`config.mk`:
```
export PLATFORM = sky130hd
export DESIGN_NAME = rr_arbiter
export DESIGN_NICKNAME = d
export VERILOG_FILES = /design/src/rtl/rr_arbiter.sv
export SDC_FILE = /design/constraint.sdc
export NUM_CORES = 1
export LEC_CHECK = 0
export ABC_CLOCK_PERIOD_IN_PS = 7500
export BUFFER_PORTS_ARGS = -buffer_cell sky130_fd_sc_hd__buf_4
export CORE_ASPECT_RATIO = 0.75
export CORE_MARGIN = 5
export CORE_UTILIZATION = 35
export CTS_BUF_LIST = sky130_fd_sc_hd__clkbuf_8
export DETAILED_ROUTE_END_ITERATION = 6
export PLACE_DENSITY_LB_ADDON = 0.3
export SETUP_SLACK_MARGIN = 0.1
export SYNTH_ARGS = -nofsm -noshare
export SYNTH_HDL_FRONTEND = slang
export SYNTH_SLANG_ARGS = --single-unit
```
`constraint.sdc`:
```
create_clock -name i_clk -period 7.5 [get_ports i_clk]
set_input_delay 1.125 -clock i_clk [delete_from_list [all_inputs] [get_ports i_clk]]
set_output_delay 1.125 -clock i_clk [all_outputs]
set_load 0.01 [all_outputs]
```
`src/rtl/rr_arbiter.sv`:
```
// ---------------------------------------------------------------------------
// rr_arbiter
//
// Parametrised N-way arbiter granting one requester at a time access to a
// single shared target. The grant is registered and one-hot. Selection is
// either round-robin (rotating priority pointer) or fixed priority (lowest
// index wins). An owner keeps its grant for as long as it keeps requesting,
// except that after MAX_HOLD consecutive cycles it is forced to hand over as
// soon as another requester is waiting. All outputs come straight from
// flops.
//
// Parameters
//   N           number of requesters, 2..16
//   MAX_HOLD    max consecutive grant cycles while someone else waits,
//               0 = the owner may hold forever
//   FIXED_PRIO  0 = round-robin, 1 = fixed priority (lower index wins)
//   IDW         width of o_gnt_id, derived from N
//
// Ports
//   i_clk        clock, everything on the rising edge
//   i_rst        synchronous reset, active high, wins over everything
//   i_req        request vector, bit i belongs to requester i
//   o_gnt        one-hot grant, all zero when nobody owns the resource
//   o_gnt_valid  OR of o_gnt
//   o_gnt_id     index of the granted requester; keeps its last value
//                while o_gnt_valid is low
// ---------------------------------------------------------------------------
module rr_arbiter #(
  parameter int N          = 4,
  parameter int MAX_HOLD   = 8,
  parameter int FIXED_PRIO = 0,
  localparam int IDW       = $clog2(N)
) (
  input  logic           i_clk,
  input  logic           i_rst,
  input  logic [N-1:0]   i_req,
  output logic [N-1:0]   o_gnt,
  output logic           o_gnt_valid,
  output logic [IDW-1:0] o_gnt_id
);

  // The hold counter needs at least one bit even when holding is unlimited.
  localparam int HCW = (MAX_HOLD < 1) ? 1 : $clog2(MAX_HOLD + 1);

  typedef enum logic {
    IDLE  = 1'b0,
    OWNED = 1'b1
  } state_t;

  state_t           r_state;
  logic [N-1:0]     r_gnt;
  logic             r_gntValid;
  logic [IDW-1:0]   r_gntId;
  logic [IDW-1:0]   r_rrPtr;
  logic [HCW-1:0]   r_holdCnt;

  logic             w_ownerReq;
  logic [N-1:0]     w_other;
  logic             w_holdFull;
  logic             w_doGrant;
  logic [IDW-1:0]   w_grantIdx;
  logic [IDW-1:0]   w_nextPtr;

  // Picks the winner out of a non-empty mask. In round-robin mode the mask
  // is rotated so that the pointer position lands at bit 0, the lowest set
  // bit of the rotated vector is found, and the offset is added back to the
  // pointer modulo N. Fixed mode simply takes the lowest set bit. The caller
  // only uses the result when the mask has at least one bit set.
  function automatic logic [IDW-1:0] selIdx(input logic [N-1:0] mask,
                                            input logic [IDW-1:0] ptr);
    logic [2*N-1:0] dbl;
    logic [N-1:0]   rot;
    int             off;
    int             s;
    logic [IDW-1:0] res;
    res = '0;
    if (FIXED_PRIO != 0) begin
      for (int i = N - 1; i >= 0; i--) begin
        if (mask[i]) begin
          res = IDW'(i);
        end
      end
    end else begin
      dbl = {mask, mask} >> ptr;
      rot = dbl[N-1:0];
      off = 0;
      for (int j = N - 1; j >= 0; j--) begin
        if (rot[j]) begin
          off = j;
        end
      end
      s = int'(ptr) + off;
      if (s >= N) begin
        s = s - N;
      end
      res = IDW'(s);
    end
    return res;
  endfunction

  // Decide whether this edge hands out a new grant and to whom. A new grant
  // happens from IDLE whenever anyone requests, and from OWNED when the
  // owner either lets go or has used up its hold budget, provided someone
  // else is asking. The owner's own bit is masked out of the candidates in
  // OWNED so a preempted owner cannot win again on the same edge.
  always_comb begin
    w_ownerReq = i_req[r_gntId];
    w_other    = i_req & ~(N'(1) << r_gntId);
    w_holdFull = (MAX_HOLD != 0) && (r_holdCnt == HCW'(MAX_HOLD));
    w_doGrant  = 1'b0;
    w_grantIdx = '0;
    if (r_state == IDLE) begin
      if (|i_req) begin
        w_doGrant  = 1'b1;
        w_grantIdx = selIdx(i_req, r_rrPtr);
      end
    end else begin
      if ((!w_ownerReq || w_holdFull) && (|w_other)) begin
        w_doGrant  = 1'b1;
        w_grantIdx = selIdx(w_other, r_rrPtr);
      end
    end
    if (w_grantIdx == IDW'(N - 1)) begin
      w_nextPtr = '0;
    end else begin
      w_nextPtr = w_grantIdx + IDW'(1);
    end
  end

  // Arbitration state machine. Every new grant restarts the hold counter at
  // one and, in round-robin mode, moves the pointer just past the winner so
  // the winner becomes lowest priority next time. An owner that keeps
  // requesting with nobody else waiting keeps its grant and the counter
  // saturates at MAX_HOLD, so preemption fires on the first edge another
  // request shows up. When the owner lets go and nobody else asks, the grant
  // drops to zero but the id register keeps pointing at the last owner.
  always_ff @(posedge i_clk) begin
    if (i_rst) begin
      r_state    <= IDLE;
      r_gnt      <= '0;
      r_gntValid <= 1'b0;
      r_gntId    <= '0;
      r_rrPtr    <= '0;
      r_holdCnt  <= '0;
    end else if (w_doGrant) begin
      r_state    <= OWNED;
      r_gnt      <= N'(1) << w_grantIdx;
      r_gntValid <= 1'b1;
      r_gntId    <= w_grantIdx;
      r_holdCnt  <= (MAX_HOLD == 0) ? HCW'(0) : HCW'(1);
      if (FIXED_PRIO == 0) begin
        r_rrPtr <= w_nextPtr;
      end
    end else begin
      case (r_state)
        IDLE: begin
          r_state <= IDLE;
        end
        OWNED: begin
          if (!w_ownerReq) begin
            r_state    <= IDLE;
            r_gnt      <= '0;
            r_gntValid <= 1'b0;
          end else if ((MAX_HOLD != 0) && !w_holdFull) begin
            r_holdCnt <= r_holdCnt + HCW'(1);
          end
        end
        default: begin
          r_state <= IDLE;
        end
      endcase
    end
  end

  assign o_gnt       = r_gnt;
  assign o_gnt_valid = r_gntValid;
  assign o_gnt_id    = r_gntId;

  // Structural guarantees of the grant outputs.
  gntOneHot: assert property (@(posedge i_clk) disable iff (i_rst)
                              $onehot0(r_gnt));
  gntValidMatches: assert property (@(posedge i_clk) disable iff (i_rst)
                                    r_gntValid == (|r_gnt));

endmodule

```
==> load_flow_metrics.sql, run 1 <==
INSERT INTO impl_metrics (metric_group, metric, value, unit) VALUES
('layout', 'finalNonFillerCells', '187', ''),
('global_route', 'gr-usage-all-layers', '12.0', '%'),
('logic_synthesis', 'async_flop_share', '0', '%'),
('setup_path', 'cp_cell_sequence', 'buf_4 > mux2i_1 > nor2_1 > maj3_1 > o22ai_1 > nand2_1 > nand2_1 > ha_1 > a22oi_1 > inv_2 > ha_1 > or3_1 > a21oi_1', ''),
('logic_synthesis', 'synth_cell_types', '44', ''),
('timing', 'finalSetupViolCount', '0', ''),
('logic_synthesis', 'synth_area_in_compound_gates', '25.1', '%'),
('min_path', 'hold_depth', '1', ''),
('floorplan', 'die_area', '4460', 'um2'),
('setup_path', 'slowest_stage', 'or3_1', ''),
('setup_path', 'r2r.worst_path.cells', '12', ''),
('clock_network', 'post_cts_resize_count', '0', ''),
('drt', 'via_count', '1012', ''),
('clock_network', 'post_cts_hold_buffer_count', '0', ''),
('drt', 'drt-pass1-iter-count', '4', ''),
('run', 'cap_violations', '0', ''),
('pwr', 'clkPwrFrac', '15.7', '%'),
('pwr', 'cell_internal_pwr', '264', 'uW'),
('pwr', 'power.ir.vdd_worst', '0.172', 'mV'),
('logic_synthesis', 'synth_ff_type', 'dfxtp_1', ''),
('drt', 'routedLengthMet1', '1.23', 'mm'),
('global_route', 'vias_in_the_first_global_route', '889', ''),
('placement', 'globalplace.congestion', '0.824', ''),
('timing', 'rsz0062_at_grt', 'false', ''),
('floorplan', 'floorplan.die.height', '59.1', 'um'),
('timing', 'timing.final.crit_period', '3.36', 'ns'),
('drt', 'finalWirelength', '2.49', 'mm'),
('pwr', 'combinational_share_of_power', '54.0', '%'),
('floorplan', 'die_x', '75.5', 'um'),
('logic_synthesis', 'synth_edf_count', '0', ''),
('timing', 'worstMarginPinSlew', '0.580', 'ns'),
('run_status', 'run_status', 'completed', ''),
('clock_network', 'cts_root_buffer', 'clkbuf_8', ''),
('drt', 'ant_nets', '0', ''),
('drt', 'topRoutingLayerUsed', 'met4', ''),
('clock_network', 'cts_setup_buffers', '0', ''),
('placement', 'portBuffers', '12', ''),
('clock_network', 'tritoncts_clock_tree', 'done', ''),
('logic_synthesis', 'netlist_instances', '141', ''),
('drt', 'detail_route.vias_per_cell', '5.41', ''),
('timing', 'finalClockSkew', '0.00529', 'ns'),
('timing', 'achievable-frequency', '0.297', 'GHz'),
('logic_synthesis', 'simple_gate_portion_of_the_synthesized_area', '24.0', '%'),
('logic_synthesis', 'postSynthRegisterBits', '14', ''),
('logic_synthesis', 'synth_xor_area_share', '4.67', '%'),
('pwr', 'seq_power_share', '30.3', '%'),
('pwr', 'total_switching_power', '206', 'uW'),
('layout', 'fin_util', '42.5', '%'),
('layout', 'areaGrowthSynthToFinish', '14.0', '%'),
('logic_synthesis', 'fraction_of_the_mapped_netlist_area_in_adder_cells', '10.7', '%'),
('timing', 'slew_headroom', '61.3', '%'),
('floorplan', 'initial_utilization', '37.2', '%'),
('setup_path', 'worstSetupEndpointType', 'flop', ''),
('placement', 'dp_worst_setup_slack', '3.92', 'ns'),
('global_route', 'initial_antenna_violation_count', '0', ''),
('setup_path', 'worst-setup-path-type', 'primary input to flop', ''),
('global_route', 'grt_max_degree', '18', ''),
('layout', 'num_antenna_cells', '0', ''),
('pwr', 'power.leakage', '0.000523', 'uW'),
('logic_synthesis', 'synth_seq_area_share', '24.9', '%'),
('global_route', 'overflow', '0', ''),
('layout', 'final_layout_size_suffix_gt1_share', '15.4', '%'),
('pwr', 'switching_share', '43.8', '%'),
('placement', 'detailedPlacementHpwl', '1.89', 'mm'),
('setup_path', 'path_max_fanout', '15', ''),
('timing', 'maxSlewViolCount', '0', ''),
('clock_network', 'post_cts_clock_slew_at_the_launch_and_capture_registers_of_the_worst_setup_and_hold_paths', '0.05', 'ns'),
('logic_synthesis', 'synth_fp_nets', '155', ''),
('drt', 'drt_iter0_drc', '50', ''),
('timing', 'fin_hold_ws', '0.452', 'ns'),
('setup_path', 'cp.arrival', '3.54', 'ns');
[power groups by stage]
stage	Clock [uW]	Sequential, uW	Combinational, uW
CTS	76.9	142	256
finish	73.9	143	254
floorplan	0	123	208
global route	80.8	149	289
detailed placement	0	144	255
global placement	0	143	247
[final cells by class]
cell class / instances / area, um2
Fill cell: 293 / 1740
Multi-Input combinational cell: 108 / 768
Sequential cell: 14 / 280
Timing Repair Buffer: 12 / 90.1
Clock buffer: 4 / 55.1
Tap cell: 38 / 47.5
Inverter: 11 / 41.3
[kinds of logic after synthesis]
logic type / Yosys count
AND/OR/NAND/NOR: 52
AO/OA/AOI/OAI: 37
buffers and inverters: 19
flip-flops: 14
adder cells (fa/ha/maj): 10
XOR/XNOR: 6
multiplexers: 3
[worst max-delay path, delay by kind of cell]
| family | cells | cell delay [ns] |
|---|---|---|
| AOI/OAI and AO/OA | 3 | 0.61 |
| adders and majority gates | 3 | 0.78 |
| buffers and inverters | 2 | 0.26 |
| muxes | 1 | 0.20 |
| and+or+nand+nor | 4 | 0.57 |
[registers in the layout (all words and copies together), names as in the netlist]
register	count
o_gnt	4
o_gnt_valid	1
r_state	1
r_holdCnt	4
r_rrPtr	2
o_gnt_id	2
[synthesized netlist by cell type (3+ instances only)]
| library cell | number | area [um2] |
|---|---|---|
| nor2b_1 | 3 | 18.8 |
| xnor2_1 | 3 | 26.3 |
| inv_1 | 10 | 37.5 |
| nor3_1 | 5 | 25.0 |
| ha_1 | 8 | 100 |
| a21oi_1 | 4 | 20.0 |
| dfxtp_1 | 14 | 280 |
| nand2_1 | 14 | 52.6 |
| nand2b_1 | 3 | 18.8 |
| clkbuf_1 | 4 | 15.0 |
| xor2_1 | 3 | 26.3 |
| nor2_1 | 12 | 45.0 |
| o21ai_0 | 6 | 30.0 |
| or2_1 | 3 | 18.8 |
| o22ai_1 | 5 | 31.3 |
| a22o_1 | 4 | 35.0 |
| nand3_1 | 3 | 15.0 |
| buf_2 | 4 | 20.0 |
[cells in the final DEF (no fill, tap or decap), types with 2 or more instances in the layout]
master,synthesis,layout
o21bai_1,2,2
o21ai_0,6,6
or3_1,2,2
or2_1,3,3
ha_1,8,8
nor2_1,12,12
xor2_1,3,3
nand2_1,14,14
nor3_1,5,5
nor2b_1,3,3
mux2i_1,2,2
buf_4,0,12
o22ai_1,5,5
a21o_1,2,2
maj3_1,2,2
a221oi_1,2,2
nand2b_1,3,3
inv_1,10,10
a22o_1,4,4
xnor2_1,3,3
a21oi_1,4,4
clkbuf_8,0,4
nand3_1,3,3
nor2_2,2,2
dfxtp_1,14,14
[final timing paths]
check / startpoint / endpoint
worst min register to register: o_gnt_valid$_SDFFE_PP0P_ / o_gnt_valid$_SDFFE_PP0P_
worst max-delay path: i_req[3] / r_rrPtr[0]$_SDFFE_PP0P_
worst max register to register: r_rrPtr[0]$_SDFFE_PP0P_ / r_rrPtr[0]$_SDFFE_PP0P_
worst min-delay path: o_gnt_valid$_SDFFE_PP0P_ / o_gnt_valid$_SDFFE_PP0P_
[stage by stage]
stage	area, um2	power (uW)
6_report	1280	471
5_1_grt	1280	519
4_1_cts	1280	475
3_5_place_dp	1230	399
3_3_place_gp	1230	390
2_1_floorplan	1120	331
[layer usage]
metal,vias to the layer above,GRT usage (%)
li1,520,-
met1,468,17.7
met2,20,16.2
met3,4,3.73
met4,0,3.74
met5,-,0
(Power assumes the default switching activity.)
==> inputs of run 2 (changes only) <==
--- a/config.mk
+++ b/config.mk
@@ -5,7 +5,7 @@
 export SDC_FILE = /design/constraint.sdc
 export NUM_CORES = 1
 export LEC_CHECK = 0
-export ABC_CLOCK_PERIOD_IN_PS = 7500
+export ABC_CLOCK_PERIOD_IN_PS = 3360
 export BUFFER_PORTS_ARGS = -buffer_cell sky130_fd_sc_hd__buf_4
 export CORE_ASPECT_RATIO = 0.75
 export CORE_MARGIN = 5
==> constraint.sdc (replaced) <==
create_clock -name i_clk -period 3.36 [get_ports i_clk]
set_input_delay 0.504 -clock i_clk [delete_from_list [all_inputs] [get_ports i_clk]]
set_output_delay 0.504 -clock i_clk [all_outputs]
set_load 0.01 [all_outputs]
==> load_flow_metrics.sql, run 2 (synthesis gave the netlist of run 1 again) <==
INSERT INTO impl_metrics (metric_group, metric, value, unit) VALUES
('run_status', 'run_status', 'completed', ''),
('global_route', 'gr-usage-all-layers', '12.9', '%'),
('timing', 'rsz0062_at_grt', 'false', ''),
('timing', 'achievable-frequency', '0.348', 'GHz'),
('floorplan', 'initial_utilization', '37.2', '%'),
('timing', 'finalCritPeriodShare', '85.5', '%'),
('clock_network', 'post_cts_resize_count', '0', ''),
('timing', 'finalClockSkew', '0.00373', 'ns'),
('min_path', 'hold_path.class', 'flop to flop', ''),
('timing', 'maxSlewViolCount', '0', ''),
('layout', 'final_layout_size_suffix_gt1_share', '16.0', '%'),
('drt', 'ant_nets', '0', ''),
('global_route', 'vias_in_the_first_global_route', '981', ''),
('global_route', 'overflow', '0', ''),
('clock_network', 'post_cts_hold_buffer_count', '0', ''),
('global_route', 'initial_antenna_violation_count', '0', ''),
('clock_network', 'cts_setup_buffers', '0', ''),
('layout', 'final_cell_mix', 'nand2_1 (14), dfxtp_1 (14), buf_4 (13), nor2_1 (12), inv_1 (10)', ''),
('placement', 'dp_worst_setup_slack', '0.383', 'ns'),
('timing', 'worstMarginPinSlew', '0.573', 'ns'),
('pwr', 'power.ir.vdd_worst', '0.287', 'mV'),
('drt', 'via_count', '1045', ''),
('pwr', 'power.leakage', '0.000529', 'uW'),
('layout', 'areaGrowthSynthToFinish', '14.7', '%'),
('layout', 'nFillCells', '319', ''),
('timing', 'fin_hold_ws', '0.458', 'ns'),
('clock_network', 'clock_insertion_delay_worst_skew', '0.25', 'ns'),
('floorplan', 'die_x', '75.5', 'um'),
('setup_path', 'worstSetupStartpointType', 'flop', ''),
('setup_path', 'r2r-start', 'o_gnt_id[1]$_SDFFE_PP0P_', ''),
('setup_path', 'worstSetupStartpoint', 'o_gnt_id[1]$_SDFFE_PP0P_', ''),
('layout', 'num_antenna_cells', '0', ''),
('drt', 'drt-pass1-iter-count', '4', ''),
('clock_network', 'ctsLongestPathBuffers', '2', ''),
('global_route', 'grt_max_degree', '17', ''),
('drt', 'detail_route.vias_per_cell', '5.56', ''),
('placement', 'globalplace.congestion', '0.832', ''),
('timing', 'slew_headroom', '61.8', '%'),
('timing', 'timing.final.crit_period', '2.87', 'ns'),
('setup_path', 'wp_data_required', '3.54', 'ns'),
('floorplan', 'pin_count', '13', ''),
('drt', 'finalWirelength', '2.49', 'mm'),
('floorplan', 'floorplan.die.height', '59.1', 'um'),
('pwr', 'p_total', '1060', 'uW'),
('floorplan', 'die_area', '4460', 'um2'),
('pwr', 'power-per-cell-area', '820', 'nW/um2'),
('clock_network', 'htree_levels', '1', ''),
('clock_network', 'numCtsBuffers', '3', ''),
('clock_network', 'cts.sinks', '14', ''),
('clock_network', 'tritoncts_clock_tree', 'done', ''),
('timing', 'hold_viol', '0', ''),
('timing', 'post-route-worst-setup-slack', '0.488', 'ns'),
('setup_path', 'worst-setup-path-type', 'flop to flop', ''),
('drt', 'wl_per_cell', '13.2', 'um'),
('min_path', 'holdCritStartpoint', 'o_gnt_valid$_SDFFE_PP0P_', ''),
('clock_network', 'post_cts_clock_slew_at_the_launch_and_capture_registers_of_the_worst_setup_and_hold_paths', '0.06', 'ns'),
('floorplan', 'rows', '17', ''),
('timing', 'finalSetupViolCount', '0', ''),
('floorplan', 'floorplan.core_area', '3020', 'um2'),
('global_route', 'grt_first_pass_wirelength', '4.57', 'mm'),
('timing', 'setup_total_negative_slack', '0', 'ns'),
('placement', 'portBuffers', '12', ''),
('placement', 'detailedPlacementHpwl', '1.89', 'mm'),
('drt', 'drt_iter0_drc', '56', ''),
('run', 'cap_violations', '0', ''),
('clock_network', 'cts_root_buffer', 'clkbuf_8', ''),
('setup_path', 'cp.arrival', '3.06', 'ns'),
('layout', 'design.final.nets', '165', ''),
('setup_path', 'path_max_fanout', '13', ''),
('drt', 'detail_route.drc_violations', '0', ''),
('setup_path', 'worstSetupEndpointType', 'flop', '');
run 2: cell types whose count changed in the layout (fill, tap and decap cells not counted):
cell	previous run	this run
buf_4	12	13
run 2: worst paths after layout:
path                            depth (start not counted)                       end  slack [ns]
worst max-delay path                                   11   r_rrPtr[0]$_SDFFE_PP0P_        0.49
worst min-delay path                                    1  o_gnt_valid$_SDFFE_PP0P_        0.46
worst min register to register                          1  o_gnt_valid$_SDFFE_PP0P_        0.46
worst max register to register                         11   r_rrPtr[0]$_SDFFE_PP0P_        0.49
run 2: stage by stage:
step | cell area [um2] | util [%] | instances
detailed placement | 1230 | 40.9 | 184
floorplan | 1120 | - | 141
global placement | 1230 | 40.9 | 184
finish | 1290 | 42.7 | 188
CTS | 1290 | 42.7 | 188
global route | 1290 | 42.7 | 188
run 2: layout make-up:
cell class	count	area [um2]	area share, %
clock buffer	4	55.1	4.27
inverter	11	41.3	3.20
multi-input combinational	108	768	59.6
sequential	14	280	21.7
tap	38	47.5	3.69
timing repair buffer	13	97.6	7.57
run 2: critical path, stage by stage (launching register included):
cell and delay [ns]:
dfxtp_1 0.62, inv_1 0.16, maj3_1 0.38, o22ai_1 0.17, nand2_1 0.07, nand2_1 0.06
ha_1 0.22, a22oi_1 0.32, inv_2 0.09, ha_1 0.20, or3_1 0.38, a21oi_1 0.12
run 2: power by group:
part / internal, uW / switching, uW
clock: 104 / 60.9
combinational: 277 / 318
sequential: 214 / 84.0
run 2: per-layer routing:
| layer | wire length, um | up-vias | global-route usage (%) |
|---|---|---|---|
| li1 | - | 522 | - |
| met4 | 26 | 0 | 2.24 |
| met5 | 0 | - | 0 |
| met2 | 1160 | 20 | 20.0 |
| met3 | 97 | 4 | 2.88 |
| met1 | 1200 | 499 | 18.3 |
